$ cat config.mk
export PLATFORM = sky130hd
export DESIGN_NAME = alu_op_sequencer
export DESIGN_NICKNAME = d
export VERILOG_FILES = /design/src/rtl/alu_op_sequencer.sv
export SDC_FILE = /design/constraint.sdc
export NUM_CORES = 1
export LEC_CHECK = 0
export ABC_AREA = 1
export BUFFER_PORTS_ARGS = -buffer_cell sky130_fd_sc_hd__buf_2
export CAP_MARGIN = 20
export CELL_PAD_IN_SITES_DETAIL_PLACEMENT = 1
export CELL_PAD_IN_SITES_GLOBAL_PLACEMENT = 1
export CORE_ASPECT_RATIO = 1.2
export CORE_UTILIZATION = 36
export DETAILED_ROUTE_END_ITERATION = 10
export GPL_ROUTABILITY_DRIVEN = 0
export GPL_TIMING_DRIVEN = 0
export PLACE_DENSITY = 0.76
export SLEW_MARGIN = 20
export SYNTH_ARGS = -nofsm -noshare
export SYNTH_HDL_FRONTEND = slang
export SYNTH_SLANG_ARGS = --single-unit
$ cat constraint.sdc
create_clock -name CLK -period 1.97 [get_ports CLK]
set_clock_uncertainty 0.2 [all_clocks]
set_input_delay 0.197 -clock CLK [delete_from_list [all_inputs] [get_ports CLK]]
set_output_delay 0.197 -clock CLK [all_outputs]
set_load 0.05 [all_outputs]
$ cat src/rtl/alu_op_sequencer.sv
// Parses 0xCC/0xDD ALU command frames from UART RX, issues the ALU operation
// and returns the 16-bit result LSB-first over the UART TX handshake.
module alu_op_sequencer #(
  parameter int DATA_WIDTH = 8,
  parameter int OUT_WIDTH  = 16,
  parameter int TIMEOUT    = 15
) (
  input  logic                  CLK,
  input  logic                  RST,
  input  logic [DATA_WIDTH-1:0] RX_P_DATA,
  input  logic                  RX_D_VLD,
  input  logic [OUT_WIDTH-1:0]  ALU_OUT,
  input  logic                  ALU_OUT_VALID,
  input  logic                  TX_BUSY,
  output logic [3:0]            ALU_FUN,
  output logic                  ALU_EN,
  output logic [DATA_WIDTH-1:0] OP_A,
  output logic [DATA_WIDTH-1:0] OP_B,
  output logic                  CLK_GATE_EN,
  output logic [DATA_WIDTH-1:0] TX_P_DATA,
  output logic                  TX_D_VLD,
  output logic                  ERR
);

  localparam logic [DATA_WIDTH-1:0] CMD_LOAD  = DATA_WIDTH'(8'hCC);
  localparam logic [DATA_WIDTH-1:0] CMD_REUSE = DATA_WIDTH'(8'hDD);
  localparam logic [7:0]            TO_LAST   = 8'(TIMEOUT);

  typedef enum logic [3:0] {
    IDLE, GET_A, GET_B, GET_FUN, GATE, ISSUE, WAIT_RES,
    SEND_LO, ACK_LO, SEND_HI, ACK_HI
  } state_t;

  state_t                 state, state_nxt;
  logic [7:0]             cnt, cnt_nxt;
  logic [OUT_WIDTH-1:0]   res, res_nxt;
  logic [3:0]             fun_nxt;
  logic [DATA_WIDTH-1:0]  op_a_nxt, op_b_nxt, tx_dat_nxt;
  logic                   en_nxt, gate_nxt, tx_vld_nxt, err_nxt;
  logic                   fun_bad;

  assign fun_bad = |RX_P_DATA[DATA_WIDTH-1:4];

  always_ff @(posedge CLK or posedge RST) begin
    if (RST) state <= IDLE;
    else     state <= state_nxt;
  end

  always_comb begin
    state_nxt = state;
    case (state)
      IDLE: begin
        if (RX_D_VLD && RX_P_DATA == CMD_LOAD)       state_nxt = GET_A;
        else if (RX_D_VLD && RX_P_DATA == CMD_REUSE) state_nxt = GET_FUN;
      end
      GET_A:    if (RX_D_VLD) state_nxt = GET_B;
      GET_B:    if (RX_D_VLD) state_nxt = GET_FUN;
      GET_FUN:  if (RX_D_VLD) state_nxt = fun_bad ? IDLE : GATE;
      GATE:     state_nxt = ISSUE;
      ISSUE:    state_nxt = WAIT_RES;
      WAIT_RES: begin
        // a result arriving on the terminal count still wins over the timeout
        if (ALU_OUT_VALID)       state_nxt = SEND_LO;
        else if (cnt == TO_LAST) state_nxt = IDLE;
      end
      SEND_LO:  if (!TX_BUSY) state_nxt = ACK_LO;
      ACK_LO:   if (TX_BUSY)  state_nxt = SEND_HI;
      SEND_HI:  if (!TX_BUSY) state_nxt = ACK_HI;
      ACK_HI:   if (TX_BUSY)  state_nxt = IDLE;
      default:  state_nxt = IDLE;
    endcase
  end

  always_comb begin
    op_a_nxt   = OP_A;
    op_b_nxt   = OP_B;
    fun_nxt    = ALU_FUN;
    res_nxt    = res;
    tx_dat_nxt = TX_P_DATA;
    cnt_nxt    = (state == WAIT_RES) ? cnt + 8'd1 : 8'd0;
    en_nxt     = (state_nxt == ISSUE);
    gate_nxt   = (state_nxt == GATE) || (state_nxt == ISSUE) || (state_nxt == WAIT_RES);
    tx_vld_nxt = ((state == SEND_LO) || (state == SEND_HI)) && !TX_BUSY;
    err_nxt    = ((state == GET_FUN) && RX_D_VLD && fun_bad) ||
                 ((state == WAIT_RES) && !ALU_OUT_VALID && cnt == TO_LAST);
    if (state == GET_A && RX_D_VLD) op_a_nxt = RX_P_DATA;
    if (state == GET_B && RX_D_VLD) op_b_nxt = RX_P_DATA;
    if (state == GET_FUN && RX_D_VLD && !fun_bad) fun_nxt = RX_P_DATA[3:0];
    if (state == WAIT_RES && ALU_OUT_VALID) res_nxt = ALU_OUT;
    if (state == SEND_LO && !TX_BUSY) tx_dat_nxt = res[DATA_WIDTH-1:0];
    if (state == SEND_HI && !TX_BUSY) tx_dat_nxt = res[OUT_WIDTH-1:DATA_WIDTH];
  end

  always_ff @(posedge CLK or posedge RST) begin
    if (RST) begin
      OP_A        <= '0;
      OP_B        <= '0;
      ALU_FUN     <= '0;
      ALU_EN      <= 1'b0;
      CLK_GATE_EN <= 1'b0;
      TX_P_DATA   <= '0;
      TX_D_VLD    <= 1'b0;
      ERR         <= 1'b0;
      res         <= '0;
      cnt         <= '0;
    end else begin
      OP_A        <= op_a_nxt;
      OP_B        <= op_b_nxt;
      ALU_FUN     <= fun_nxt;
      ALU_EN      <= en_nxt;
      CLK_GATE_EN <= gate_nxt;
      TX_P_DATA   <= tx_dat_nxt;
      TX_D_VLD    <= tx_vld_nxt;
      ERR         <= err_nxt;
      res         <= res_nxt;
      cnt         <= cnt_nxt;
    end
  end

endmodule

== Word-level counts from Yosys, hierarchy flattened ==
Index checks and enable logic that the tools add are counted.

* Reduce and logical (&&, ||, !) cells: 23
* Equality and inequality tests: 16
* Add/sub/neg operators: 1
* Muxes and demuxes: 16

{| class="wikitable"
|+ Operators by type and width
! operator !! count
|-
| $mux W4 || 11
|-
| $pmux W4 S11 || 1
|-
| $eq A4 B3 Y1 const B || 7
|-
| $mux W8 || 3
|-
| $eq A8 B8 Y1 const B || 2
|-
| $logic_and A1 B1 Y1 || 13
|-
| $eq A4 B4 Y1 const B || 3
|-
| $add A8 B1 Y8 const B || 1
|-
| $eq A4 B2 Y1 const B || 2
|-
| $eq A8 B4 Y1 const B || 1
|-
| $eq A4 B1 Y1 const B || 1
|-
| $logic_not A4 Y1 || 1
|-
| $logic_or A1 B1 Y1 || 4
|-
| $reduce_or A4 Y1 || 1
|-
| $logic_not A1 Y1 || 3
|-
| $mux W3 || 1
|-
| $reduce_bool A2 Y1 || 1
|}

* Flip-flop bits (word level): 60
* Logic and storage cells: 67
* Bits of input ports: 29

== Longest topological paths before layout ==
* Depth after elaboration: 8
* Mapped depth: 10
* Depth with buffers taken out: 9

== Worst setup path before layout ==
Ideal clock, no wire load.

* Kind: register -> register
* From: register state[1]
* To: register res[10]
* Required time: 1.645 ns
* Path buffers: 1
* Arrival time: 1.269 ns
* Clock period less this slack: 1.594 ns
* Setup time: 0.125 ns
* Stages on the path, launching flop included: 8
* Setup slack: 0.376 ns
* Path through: dfrtp_1 -> inv_2 -> nor2_4 -> inv_2 -> nor2_4 -> nand2_2 -> buf_6 -> mux2_4

* Word-level cells in the longest chain between the ends: 2

{| class="wikitable"
|+ Ends and longest elaborated chain
! element !! RTL line !! text
|-
| from (decl) || 34 || <nowiki>state_t state, state_nxt;</nowiki>
|-
| from (signal assigned) || 46 || <nowiki>else state <= state_nxt;</nowiki>
|-
| $eq A4 B3 Y1 || 89 || <nowiki>if (state == WAIT_RES && ALU_OUT_VALID) res_nxt = ALU_OUT;</nowiki>
|-
| $logic_and A1 B1 Y1 || 89 ||
|-
| to (signal assigned) || 115 || <nowiki>res <= res_nxt;</nowiki>
|-
| to (decl) || 36 || <nowiki>logic [OUT_WIDTH-1:0] res, res_nxt;</nowiki>
|}

Every way passes these cells.
A chain may end at the register's enable or synchronous reset.

== Worst setup path in the final report ==
* From: register state[1]
* To: register res[12]

Same word-level chain as after synthesis.

==> results by group <==
Worst setup path
  – CP startpoint kind: register
  – Crit path max fanout: 10
  – Crit path to: res[12]
  – WS Path Type: reg -> reg
  – R2R cell count: 7
  – Crit path max-delay cell type: dfrtp_1
  – R2r startpoint: state[1]
  – CP required: about 2000 ps
  – Critical Path Start: state[1]
  – Crit-path max cell delay: 480 ps
  – Worst path cell trace: inv_2 -> nor2_4 -> inv_2 -> nor2_4 -> nand2_2 -> buf_6 -> mux2_4
  – Terminus of the critical flop-to-flop path: res[12]
  – CP endpoint kind: register
  – Worst EP arrival: approximately 1900 ps
  – Worst R2R Setup Slack: around 130 ps

Placement
  – Worst slack at placement: -76.7 ps
  – Post-Place Cell Area: just over 0.003 mm2
  – Port bufs: 60
  – Placed insts: roughly 430
  – Final HPWL DP: around 4.8 mm

Die
  – Core Footprint: 0.00698 mm2
  – Starting density of the core: 0.378
  – Num ports: between 60 and 70
  – Horiz. Die Dim: between 80 and 90 um
  – Rows: 33
  – Full die area: around 0.0077 mm2
  – Die height: between 90 and 100 um

Routing
  – Post-route ant nets: 0
  – Via density: 4.90
  – DR iter-0 viols: about 50
  – Drt drc: 0
  – Avg WL per Cell: 15.4 um
  – Vias: roughly 2300
  – DR pass1 iterations: 4
  – Final wirelength: just over 7 mm

Timing
  – Final hold vios: 0
  – Fin crit share: 0.936
  – Hold WS: just under 40 ps
  – Setup TNS: 0 ps
  – Max Clock Freq: 542 MHz
  – Final min period: about 1800 ps
  – Max-slew violation count: 0
  – Final setup fails: 0
  – Final WS setup: around 130 ps
  – Rel. slew slack: 0.716
  – Worst slew pin tran: approximately 430 ps

Synth
  – Async set-reset flop share out of synthesis: 1.00
  – Ys flop type: dfrtp_1
  – Syn avg cell area: 9.43 um2
  – Ys Warns: 0
  – Post-Syn Instances: between 200 and 300
  – Post-Synthesis Cell Area: ~0.0026 mm2
  – Post-Syn Nets: between 300 and 400
  – Post-synth EDFFs: 0
  – Synth cell types: 21
  – FF+latch count, synth: 60
  – Sequential area share after synthesis: 0.569

Global route
  – First-pass GRT wire length: 12.1 mm
  – All-Layer GR Usage: 0.211
  – Number of global-route vias before repair: 2548
  – Pin count of the biggest net entering global routing: 35
  – Aggregate global routing overflow: 0
  – Antenna violations before repair: 0

Final layout
  – Non-Filler Instances: 470
  – ANT cells: 0
  – Final instance area: around 0.0036 mm2
  – Nets: about 400
  – Fill cells: 805
  – Area grow syn2layout: 35.5%
  – Share of cells above drive strength 1: 0.279
  – Util after Layout: 0.513

Pwr
  – Static leakage power: about 1.9 nW
  – Pwr Density: 1550 mW/mm2
  – VDD IR max: between 800 and 900 uV
  – Power Total: approximately 5.6 mW

Clock network
  – CTS Buf Count: 9
  – Clk sink count: 60
  – Reg clk slew, reported paths: around 80 ps
  – Max clock buf depth: 2
  – H-Tree Depth: 3
  – CTS tree: done
  – Clock latency on the worst-skew pair: 340 ps
  – Root buffer cell: clkbuf_8

Worst hold path
  – Hold Crit Start: TX_BUSY
  – Min-Delay Path Class: in -> reg

Run status
  – Status: finished clean

Flow run
  – Max Cap Viol: 0
[per-layer routing]
metal / GRT usage / wire, um
met3: 0.0502 / 268
met4: 0.0923 / 150
met2: 0.382 / 3810
met1: 0.236 / 3020
met5: 0 / 0
[registers in the layout (all words and copies together) (netlist names)]
| name | cells |
|---|---|
| ERR | 1 |
| ALU_EN | 1 |
| state | 4 |
| CLK_GATE_EN | 1 |
| res | 16 |
| cnt | 8 |
| TX_P_DATA | 8 |
| OP_B | 8 |
| ALU_FUN | 4 |
| OP_A | 8 |
| TX_D_VLD | 1 |
[how the worst min path moves through the flow]
stage | end | slack (ps) | depth (start not counted)
after floorplan | ERR | 90 | 1
after global placement | res[0] | 230 | 2
after detailed placement | res[8] | 6 | 2
after CTS | state[3] | 20 | 4
after global routing | state[3] | 70 | 4
final | state[3] | 40 | 4
[cells in the final DEF (no fill, tap or decap), types with 2 or more instances in the layout]
| cell type | netlist | routed |
|---|---|---|
| buf_2 | 1 | 61 |
| dfrtp_1 | 60 | 60 |
| nand2_1 | 46 | 46 |
| nor2_1 | 39 | 37 |
| o21ai_0 | 38 | 37 |
| inv_1 | 28 | 27 |
| dlygate4sd3_1 | 0 | 26 |
| nand3_1 | 23 | 21 |
| mux2_4 | 14 | 14 |
| clkbuf_8 | 0 | 9 |
| a21oi_1 | 8 | 8 |
| nor3_1 | 4 | 4 |
| nor2_4 | 2 | 3 |
| inv_2 | 2 | 2 |
| nand2_2 | 2 | 2 |
| buf_6 | 2 | 2 |
| clkbuf_2 | 0 | 2 |
| o21ai_1 | 1 | 2 |
| nand3_2 | 0 | 2 |
| clkbuf_1 | 4 | 2 |
| nand4_1 | 2 | 2 |
| bufinv_16 | 0 | 2 |
| clkinv_4 | 0 | 2 |
[final cells by class]
type | instances | area (um2) | area share
Buffer | 7 | 45.0 | 0.0126
Clock buffer | 9 | 124 | 0.0346
Clock inverter | 7 | 98.8 | 0.0276
Inverter | 30 | 115 | 0.0322
Multi-Input combinational cell | 183 | 1000 | 0.281
Sequential cell | 60 | 1500 | 0.420
Tap cell | 87 | 109 | 0.0304
Timing Repair Buffer | 87 | 581 | 0.162
[cell families after synthesis]
kind of cell | after synthesis | synth area share
AO/OA/AOI/OAI | 49 | 0.0953
adder cells (fa/ha/maj) | 1 | 0.00474
buffers and inverters | 37 | 0.0588
flip-flops | 60 | 0.569
multiplexers | 14 | 0.0796
AND/OR/NAND/NOR | 119 | 0.193
[power breakdown]
part | internal [mW] | leakage [nW] | switching, mW
logic | 0.714 | 0.973 | 1.63
registers | 1.69 | 0.769 | 0.280
clock network | 0.718 | 0.110 | 0.528
total | 3.12 | 1.85 | 2.43
[worst max-delay path, delay by kind of cell (launching register included)]
kind	cells	cell delay, ps
buf+inv	3	350
flops	1	480
mux	1	310
simple gates	3	400
[timing repair]
item                                   in CTS  in global routing
setup endpoints to repair                   8                 19
hold buffers                               26                  0
buffers inserted                            0                  0
cloned                                      0                  0
gates resized for setup                     2                  8
endpoints found under the hold margin      95                  0
[Yosys cell counts (2+ instances only)]
library cell | number | area share
buf_6 | 2 | 0.0085
a21oi_1 | 8 | 0.015
nor3_1 | 4 | 0.0076
dfrtp_1 | 60 | 0.57
o21ai_0 | 38 | 0.072
inv_1 | 28 | 0.040
nand2_2 | 2 | 0.0047
nand3_1 | 23 | 0.044
inv_2 | 2 | 0.0028
nand2_1 | 46 | 0.065
clkbuf_1 | 4 | 0.0057
nand4_1 | 2 | 0.0047
nor2_1 | 39 | 0.055
nor2_4 | 2 | 0.0085
mux2_4 | 14 | 0.080
Power figures use the tool's default switching activity.
